--- src/rtl/rig_emulator.sv ---
// Test-rig emulator: fast-gate pulse train, detector trigger/busy handshake and
// wire-sensor response to detonation, each running independently.
module rig_emulator #(
    parameter int FG_PERIOD_CYC  = 2_000_000,
    parameter int FG_OPEN_CYC    = 20_000,
    parameter int DET_DELAY_CYC  = 40,
    parameter int DET_BUSY_CYC   = 1_280_000,
    parameter int WIRE_DELAY_CYC = 200,
    parameter int WIRE_PULSE_CYC = 100
) (
    input  logic        clock,
    input  logic        reset,
    input  logic        enable,
    input  logic        output_trigger,
    input  logic        detonation_signal,
    output logic        fg_signal,
    output logic        detector_ready,
    output logic        wire_signal,
    output logic [15:0] trigger_count,
    output logic [7:0]  missed_count,
    output logic [1:0]  det_state
);

    if (FG_PERIOD_CYC < 1 || FG_OPEN_CYC < 1 || DET_DELAY_CYC < 1 || DET_BUSY_CYC < 1 ||
        WIRE_DELAY_CYC < 1 || WIRE_PULSE_CYC < 1 || FG_OPEN_CYC >= FG_PERIOD_CYC) begin : g_bad_params
        $error("rig_emulator: illegal parameter set");
    end

    localparam logic [31:0] FG_LAST   = 32'(FG_PERIOD_CYC - 1);
    localparam logic [31:0] FG_OPEN   = 32'(FG_OPEN_CYC);
    localparam logic [31:0] DLY_LAST  = 32'(DET_DELAY_CYC - 1);
    localparam logic [31:0] BUSY_LAST = 32'(DET_BUSY_CYC - 1);
    localparam logic [31:0] WD_LAST   = 32'(WIRE_DELAY_CYC - 1);
    localparam logic [31:0] WP_LAST   = 32'(WIRE_PULSE_CYC - 1);

    typedef enum logic [1:0] {DET_READY = 2'd0, DET_DELAY = 2'd1, DET_BUSY = 2'd2} det_e;
    typedef enum logic [1:0] {W_IDLE = 2'd0, W_WAIT = 2'd1, W_PULSE = 2'd2} wire_e;

    logic        trig_dly_q, deto_dly_q;
    logic        trig_rise, deto_rise;
    logic [31:0] phase_q, phase_d;
    logic        fg_q, fg_d;
    det_e        det_q, det_d;
    logic [31:0] det_cnt_q, det_cnt_d;
    logic        ready_q, ready_d;
    logic [15:0] tcnt_q, tcnt_d;
    logic [7:0]  mcnt_q, mcnt_d;
    wire_e       wst_q, wst_d;
    logic [31:0] wcnt_q, wcnt_d;
    logic        wire_q, wire_d;

    // Delay copies reset high so a level held across reset release is not an edge.
    assign trig_rise = output_trigger & ~trig_dly_q;
    assign deto_rise = detonation_signal & ~deto_dly_q;

    always_ff @(posedge clock) begin
        if (reset) begin
            trig_dly_q <= 1'b1;
            deto_dly_q <= 1'b1;
            phase_q    <= 32'd0;
            fg_q       <= 1'b0;
            det_q      <= DET_READY;
            det_cnt_q  <= 32'd0;
            ready_q    <= 1'b1;
            tcnt_q     <= 16'd0;
            mcnt_q     <= 8'd0;
            wst_q      <= W_IDLE;
            wcnt_q     <= 32'd0;
            wire_q     <= 1'b0;
        end else begin
            trig_dly_q <= output_trigger;
            deto_dly_q <= detonation_signal;
            phase_q    <= phase_d;
            fg_q       <= fg_d;
            det_q      <= det_d;
            det_cnt_q  <= det_cnt_d;
            ready_q    <= ready_d;
            tcnt_q     <= tcnt_d;
            mcnt_q     <= mcnt_d;
            wst_q      <= wst_d;
            wcnt_q     <= wcnt_d;
            wire_q     <= wire_d;
        end
    end

    always_comb begin
        phase_d = 32'd0;
        fg_d    = 1'b0;
        if (enable) begin
            phase_d = (phase_q == FG_LAST) ? 32'd0 : phase_q + 32'd1;
            fg_d    = (phase_q < FG_OPEN);
        end
    end

    // Detector next-state
    always_comb begin
        det_d     = det_q;
        det_cnt_d = det_cnt_q;
        case (det_q)
            DET_READY: if (trig_rise) begin
                det_d     = DET_DELAY;
                det_cnt_d = 32'd0;
            end
            DET_DELAY: if (det_cnt_q == DLY_LAST) begin
                det_d     = DET_BUSY;
                det_cnt_d = 32'd0;
            end else det_cnt_d = det_cnt_q + 32'd1;
            DET_BUSY: if (det_cnt_q == BUSY_LAST) begin
                det_d     = DET_READY;
                det_cnt_d = 32'd0;
            end else det_cnt_d = det_cnt_q + 32'd1;
            default: begin
                det_d     = DET_READY;
                det_cnt_d = 32'd0;
            end
        endcase
    end

    // Detector outputs; only edges sampled in READY are accepted
    always_comb begin
        ready_d = (det_d != DET_BUSY);
        tcnt_d  = tcnt_q;
        mcnt_d  = mcnt_q;
        if (trig_rise) begin
            if (det_q == DET_READY) tcnt_d = tcnt_q + 16'd1;
            else if (mcnt_q != 8'hFF) mcnt_d = mcnt_q + 8'd1;
        end
    end

    // Wire-sensor next-state
    always_comb begin
        wst_d  = wst_q;
        wcnt_d = wcnt_q;
        case (wst_q)
            W_IDLE: if (deto_rise) begin
                wst_d  = W_WAIT;
                wcnt_d = 32'd0;
            end
            W_WAIT: if (wcnt_q == WD_LAST) begin
                wst_d  = W_PULSE;
                wcnt_d = 32'd0;
            end else wcnt_d = wcnt_q + 32'd1;
            W_PULSE: if (wcnt_q == WP_LAST) begin
                wst_d  = W_IDLE;
                wcnt_d = 32'd0;
            end else wcnt_d = wcnt_q + 32'd1;
            default: begin
                wst_d  = W_IDLE;
                wcnt_d = 32'd0;
            end
        endcase
    end

    always_comb begin
        wire_d = (wst_d == W_PULSE);
    end

    assign fg_signal      = fg_q;
    assign detector_ready = ready_q;
    assign wire_signal    = wire_q;
    assign trigger_count  = tcnt_q;
    assign missed_count   = mcnt_q;
    assign det_state      = det_q;

endmodule

--- config.mk ---
export PLATFORM = sky130hd
export DESIGN_NAME = rig_emulator
export DESIGN_NICKNAME = d
export VERILOG_FILES = /design/src/rtl/rig_emulator.sv
export SDC_FILE = /design/constraint.sdc
export NUM_CORES = 1
export LEC_CHECK = 0
export BUFFER_PORTS_ARGS = -buffer_cell sky130_fd_sc_hd__buf_2
export CORE_UTILIZATION = 60
export DETAILED_ROUTE_END_ITERATION = 8
export GPL_ROUTABILITY_DRIVEN = 1
export PLACE_DENSITY_LB_ADDON = 0.12
export SETUP_SLACK_MARGIN = 0.15
export SLEW_MARGIN = 25
export SYNTH_ARGS = -nofsm -noshare
export SYNTH_HDL_FRONTEND = slang
export SYNTH_SLANG_ARGS = --single-unit
--- constraint.sdc ---
create_clock -name clock -period 3.3 [get_ports clock]
set_clock_uncertainty 0.1 [all_clocks]
set_input_delay 0.33 -clock clock [delete_from_list [all_inputs] [get_ports clock]]
set_output_delay 0.33 -clock clock [all_outputs]
set_load 0.01 [all_outputs]
* Word level (Yosys, flattened, before mapping) *
Index checks and enable logic that the tools add are counted.

cells by class
  order comparisons = 1
  mux-type cells = 16
  reduce and logical (&&, ||, !) cells = 6
  bitwise operators = 6
  eq/ne operators = 14
  add/subtract/negate cells = 5

operators with widths
  kind                                                                    number
  32-bit 2-to-1 mux                                                       6
  32-bit case mux with 3 select lines                                     2
  32-bit by 1-bit adder with 32-bit output, second input constant         3
  32-bit by 21-bit == test with 1-bit output, second input constant       2
  32-bit by 6-bit == test with 1-bit output, second input constant        1
  32-bit by 7-bit == test with 1-bit output, second input constant        1
  32-bit by 8-bit == test with 1-bit output, second input constant        1
  32-bit by 15-bit < comparator with 1-bit output, second input constant  1
  16-bit by 1-bit adder with 16-bit output, second input constant         1
  2-bit 2-to-1 mux                                                        6
  2-bit case mux with 3 select lines                                      2
  8-bit by 1-bit adder with 8-bit output, second input constant           1
  8-bit inequality test, second input constant                            1
  2-bit == test, second input constant                                    3
  2-bit inequality test, second input constant                            3
  2-bit by 1-bit == test with 1-bit output, second input constant         2
  2-bit zero test                                                         2
  1-bit NOT                                                               4
  3-bit AND reduction                                                     1
  3-bit OR reduction                                                      1
  1-bit bitwise AND                                                       2
  2-bit AND reduction                                                     1
  2-bit OR reduction                                                      1

storage, ports and cells
  word-level logic and storage cells = 60
  register bits = 129
  output and inout bits = 29

* Logic depth before layout (Yosys ltp) *
  word-level depth = 5
  depth in mapped cells = 9
  depth with buffers taken out = 8

* Worst setup path after synthesis *
No wires, ideal clock.

  path type = reg2reg
  start = reg det_cnt_q[0]
  end = reg det_cnt_q[27]
  data arrival time = 2.168 ns
  path buffers = 2
  clock period less this slack = 2.393 ns
  cell stages (with the launch flop) = 10
  slack = 0.907 ns
  setup time = 0.125 ns
  data required time = 3.075 ns
  cells stage by stage = dfxtp_1 ha_1 nand3_1 or3_4 o41ai_4 a21oi_2 buf_6 buf_6 a22oi_1 o31ai_1

on the way
  longest elaborated chain between the ends = 3
  elaborated cells between the ends (all ways) = 6
  classes of those cells = add/sub: 1; eq/ne: 2; mux: 3

RTL lines
  item                                                              RTL line  text
  from (decl)                                                       44        logic [31:0] det_cnt_q, det_cnt_d;
  from (signal assigned)                                            76        det_cnt_q <= det_cnt_d;
  32-bit by 1-bit adder with 32-bit output (tied with other cells)  107, 111
  32-bit 2-to-1 mux, on equally long branches                       108, 104
  32-bit case mux with 3 select lines *                             99        case (det_q)

Every way passes the cells marked *; elsewhere a longest branch is shown, timed or not.
A chain may end at the register's enable or synchronous reset.

* Worst setup path in the final report *
  start = reg det_cnt_q[0]
  end = reg det_cnt_q[12]

Same word-level chain as after synthesis.

==> implementation parameters <==
Parameter                              Value

STA
  Setup Viol. Count Final    0
  RSZ-0062 raised after global routing    no
  Transition time at the pin with the least slew margin    738 ps
  Final Hold Fails    0
  Min Tclk post-route    2800 ps
  Max frequency    358 MHz
  Setup ws final    505 ps
  Relative slew margins    0.507
  Ratio of final minimum period to clock period    0.847
  Hold WS    47.9 ps
  Final count of pins violating max slew    0
  Final TNS setup    0 ps

Finish
  Most common cell after layout, fill and taps aside    sky130_fd_sc_hd__dfxtp_1
  Leading cell types in the layout, fill and taps excluded    129 x sky130_fd_sc_hd__dfxtp_1, 111 x sky130_fd_sc_hd__nor2_1, 58 x sky130_fd_sc_hd__nand2_1
  Share of post-route cells with drive strength above 1    0.106
  Antenna diode instance count    0
  Layout overhead on the synthesized area    14.0%
  Net total in the final layout    779
  Post-route design area    0.00707 sq mm

GRT
  Number of global-route vias before repair    5012
  Global router's overall resource usage    0.254
  First-pass GRT wire length    22500 um
  Total global routing overflow    0
  Largest net degree at the start of global routing    41
  Number of antenna violations at the first check in global routing    0

Worst setup path
  R2R depth    8
  Endpoint of the worst register-to-register path    det_cnt_q[12]
  Register-to-register setup slack    500 ps
  Startpoint type of the worst setup path    flop
  Critical path class    reg2reg
  Critical Path Fanout Max    29
  Data arrival at the endpoint of the critical path    3120 ps
  Required time reported for the critical path endpoint    3620 ps
  Setup crit end kind    flop
  Crit Reg-Reg Startpoint    det_cnt_q[0]

Power and ir drop
  Part of the power in combinational logic    0.025
  Ratio of total power to cell area    489 mW/mm^2
  Total net switching power    700 uW
  Switching power share of the total    0.202
  Lkg Pwr    0.00256 uW
  Reg power frac    0.454
  Power share of the clock group    0.522
  Worst supply voltage drop on vdd    0.370 mV
  Power Internal    2760 uW
  Total Power    3460 uW

Yosys
  Count of flip-flops with a built-in enable after synthesis    0
  Mapped Area    0.00620 sq mm
  Synth Area in Simple Gates    0.302
  Sequential cell area fraction in the yosys report    0.416
  Combinational family with the most area after synthesis    simple AND/OR/NAND/NOR gates
  Commonest register cell after synthesis    sky130_fd_sc_hd__dfxtp_1
  Adder-cell share of the synthesized area    0.0262
  Area fraction in compound gates after synthesis    0.103
  Total nets after synthesis    746
  Post-Syn Instances    728
  Multiplexer share of the synthesized area    0.0147
  Fraction of synthesis flops using an asynchronous set or reset pin    0
  Synthesized-area fraction occupied by xor and xnor cells    0.110
  Mean post-synth cell area    8.52 sq um
  Netlist cell types    61
  Number of register bits inferred by synthesis    129
  Total number of yosys warnings    0

Clock network
  CTS H-tree depth    4
  Resized cells post-CTS    0
  Clock latency at the later pin of the worst-skew pair    530 ps
  Number of sinks handled by clock tree synthesis    129
  Longest Clk Path Bufs    2
  Clock-pin slew reported for the worst setup and hold paths after clock tree synthesis    60 ps
  CTS root buffer    sky130_fd_sc_hd__clkbuf_8
  CTS tree    yes
  Total clock buffers created by CTS    17

Route
  Routed wirelength normalized by instance count    14.4 um
  Final Routed Wirelength    13100 um
  Post-DR vias/cell    5.89
  DRC violation count after routing    0
  Starting DRC count in detailed routing    285
  First-pass detailed-route iteration total    6
  Total number of vias    5346
  Post-route antenna net violation count    0

Die
  Placeable core region    0.00991 sq mm
  IO Count    34
  Overall die area    0.0108 sq mm
  DIE WIDTH    104 um
  Core Rows    36
  Initial cell density of the core    0.626
  Die span in y    104 um

Min path
  Worst Hold Endpoint    phase_q[2]
  Min-Delay Path Class    in2reg
  Hold Path Depth    3
  Start point of the worst min-delay path    enable

Status
  Status    completed

Place
  Global placer's final weighted congestion    0.848
  Worst setup slack before clock tree synthesis    500 ps
  Detailed placement HPWL    8620 um
  Total of buffers placed on input and output ports    33
  Placed instance area    0.00649 sq mm

Run
  Number of maximum-capacitance violations    0
==> worst max path at each step <==
stage,to,startpoint,slack [ps]
finish,det_cnt_q[12],det_cnt_q[0],500
global route,det_cnt_q[12],det_cnt_q[0],320
CTS,det_cnt_q[12],det_cnt_q[0],490
detailed placement,det_cnt_q[12],det_cnt_q[0],500
global placement,det_cnt_q[12],det_cnt_q[0],650
floorplan,det_cnt_q[27],det_cnt_q[0],910
==> Yosys cell counts (3+ instances only) <==
library cell | n | area, sq um
sky130_fd_sc_hd__xnor2_1 | 29 | 254
sky130_fd_sc_hd__and4_1 | 9 | 78.8
sky130_fd_sc_hd__o21a_1 | 3 | 22.5
sky130_fd_sc_hd__a22o_1 | 5 | 43.8
sky130_fd_sc_hd__nand4_1 | 31 | 194
sky130_fd_sc_hd__a21o_1 | 3 | 22.5
sky130_fd_sc_hd__nor2_1 | 111 | 417
sky130_fd_sc_hd__and3_1 | 18 | 113
sky130_fd_sc_hd__nor2b_1 | 3 | 18.8
sky130_fd_sc_hd__xor2_1 | 49 | 429
sky130_fd_sc_hd__and3b_1 | 3 | 26.3
sky130_fd_sc_hd__buf_2 | 7 | 35.0
sky130_fd_sc_hd__nand2_1 | 58 | 218
sky130_fd_sc_hd__nand3b_1 | 3 | 22.5
sky130_fd_sc_hd__a21oi_1 | 28 | 140
sky130_fd_sc_hd__dfxtp_1 | 129 | 2580
sky130_fd_sc_hd__inv_1 | 11 | 41.3
sky130_fd_sc_hd__nand2b_1 | 10 | 62.6
sky130_fd_sc_hd__a31oi_1 | 19 | 119
sky130_fd_sc_hd__nand3_1 | 57 | 285
sky130_fd_sc_hd__o31ai_1 | 3 | 22.5
sky130_fd_sc_hd__mux2i_1 | 8 | 80.1
sky130_fd_sc_hd__and2_1 | 5 | 31.3
sky130_fd_sc_hd__o21ai_0 | 11 | 55.1
sky130_fd_sc_hd__or2_2 | 5 | 31.3
sky130_fd_sc_hd__nor4_1 | 19 | 119
sky130_fd_sc_hd__nor3_1 | 15 | 75.1
sky130_fd_sc_hd__clkbuf_1 | 18 | 67.6
sky130_fd_sc_hd__or4_1 | 3 | 22.5
sky130_fd_sc_hd__ha_1 | 13 | 163
sky130_fd_sc_hd__or3_1 | 5 | 31.3
==> state kept, by name, indices dropped and copies added (netlist names) <==
register,count
det_state,2
trigger_count,16
det_cnt_q,32
wst_q,2
wire_signal,1
phase_q,32
trig_dly_q,1
wcnt_q,32
fg_signal,1
detector_ready,1
deto_dly_q,1
missed_count,8
==> critical path, cell delays in order, from the launching register on <==
cell and delay [ps]:
sky130_fd_sc_hd__dfxtp_1 380, sky130_fd_sc_hd__ha_1 240, sky130_fd_sc_hd__nand3_1 150, sky130_fd_sc_hd__or3_4 470
sky130_fd_sc_hd__o41ai_4 460, sky130_fd_sc_hd__a21oi_4 280, sky130_fd_sc_hd__buf_16 240, sky130_fd_sc_hd__a21o_1 160
sky130_fd_sc_hd__a22o_1 220
==> stage by stage <==
stage	util	std cells
2_1_floorplan	-	728
3_3_place_gp	0.652	872
3_5_place_dp	0.655	873
4_1_cts	0.714	907
5_1_grt	0.714	907
6_report	0.714	907
==> cells by family (layout without fill, tap and decap cells) <==
group	count (synthesis)	in the layout
xor+xnor	78	78
compound gates	95	95
simple gates	365	365
fa+ha+maj	13	13
buf+inv	39	85
flops	129	129
mux	9	9
==> power groups by stage <==
stage / clock network (uW) / logic, uW / registers [uW]
after global placement: 0 / 80.3 / 1600
after global routing: 1910 / 94.2 / 1570
after CTS: 1820 / 86.0 / 1570
after floorplan: 0 / 59.4 / 1600
final: 1800 / 85.9 / 1570
after detailed placement: 0 / 83.7 / 1600
==> layout make-up <==
class	instances	area, sq um
Multi-Input combinational cell	560	3460
Sequential cell	129	2580
Fill cell	778	2840
Tap cell	133	166
Inverter	11	41.3
Clock inverter	6	105
Clock buffer	26	458
Timing Repair Buffer	42	258
==> layer usage <==
metal,GRT usage,vias to the layer above,share of wire
li1,-,2658,-
met1,0.310,2561,0.45
met2,0.430,111,0.50
met3,0.0592,16,0.038
met4,0.108,0,0.013
met5,0,-,0
==> repair_timing <==
item	CTS	global route
endpoints found under the hold margin	2	0
hold buffers	2	0
setup endpoints to repair	0	0
setup buffers	0	0
(Power assumes the default switching activity.)
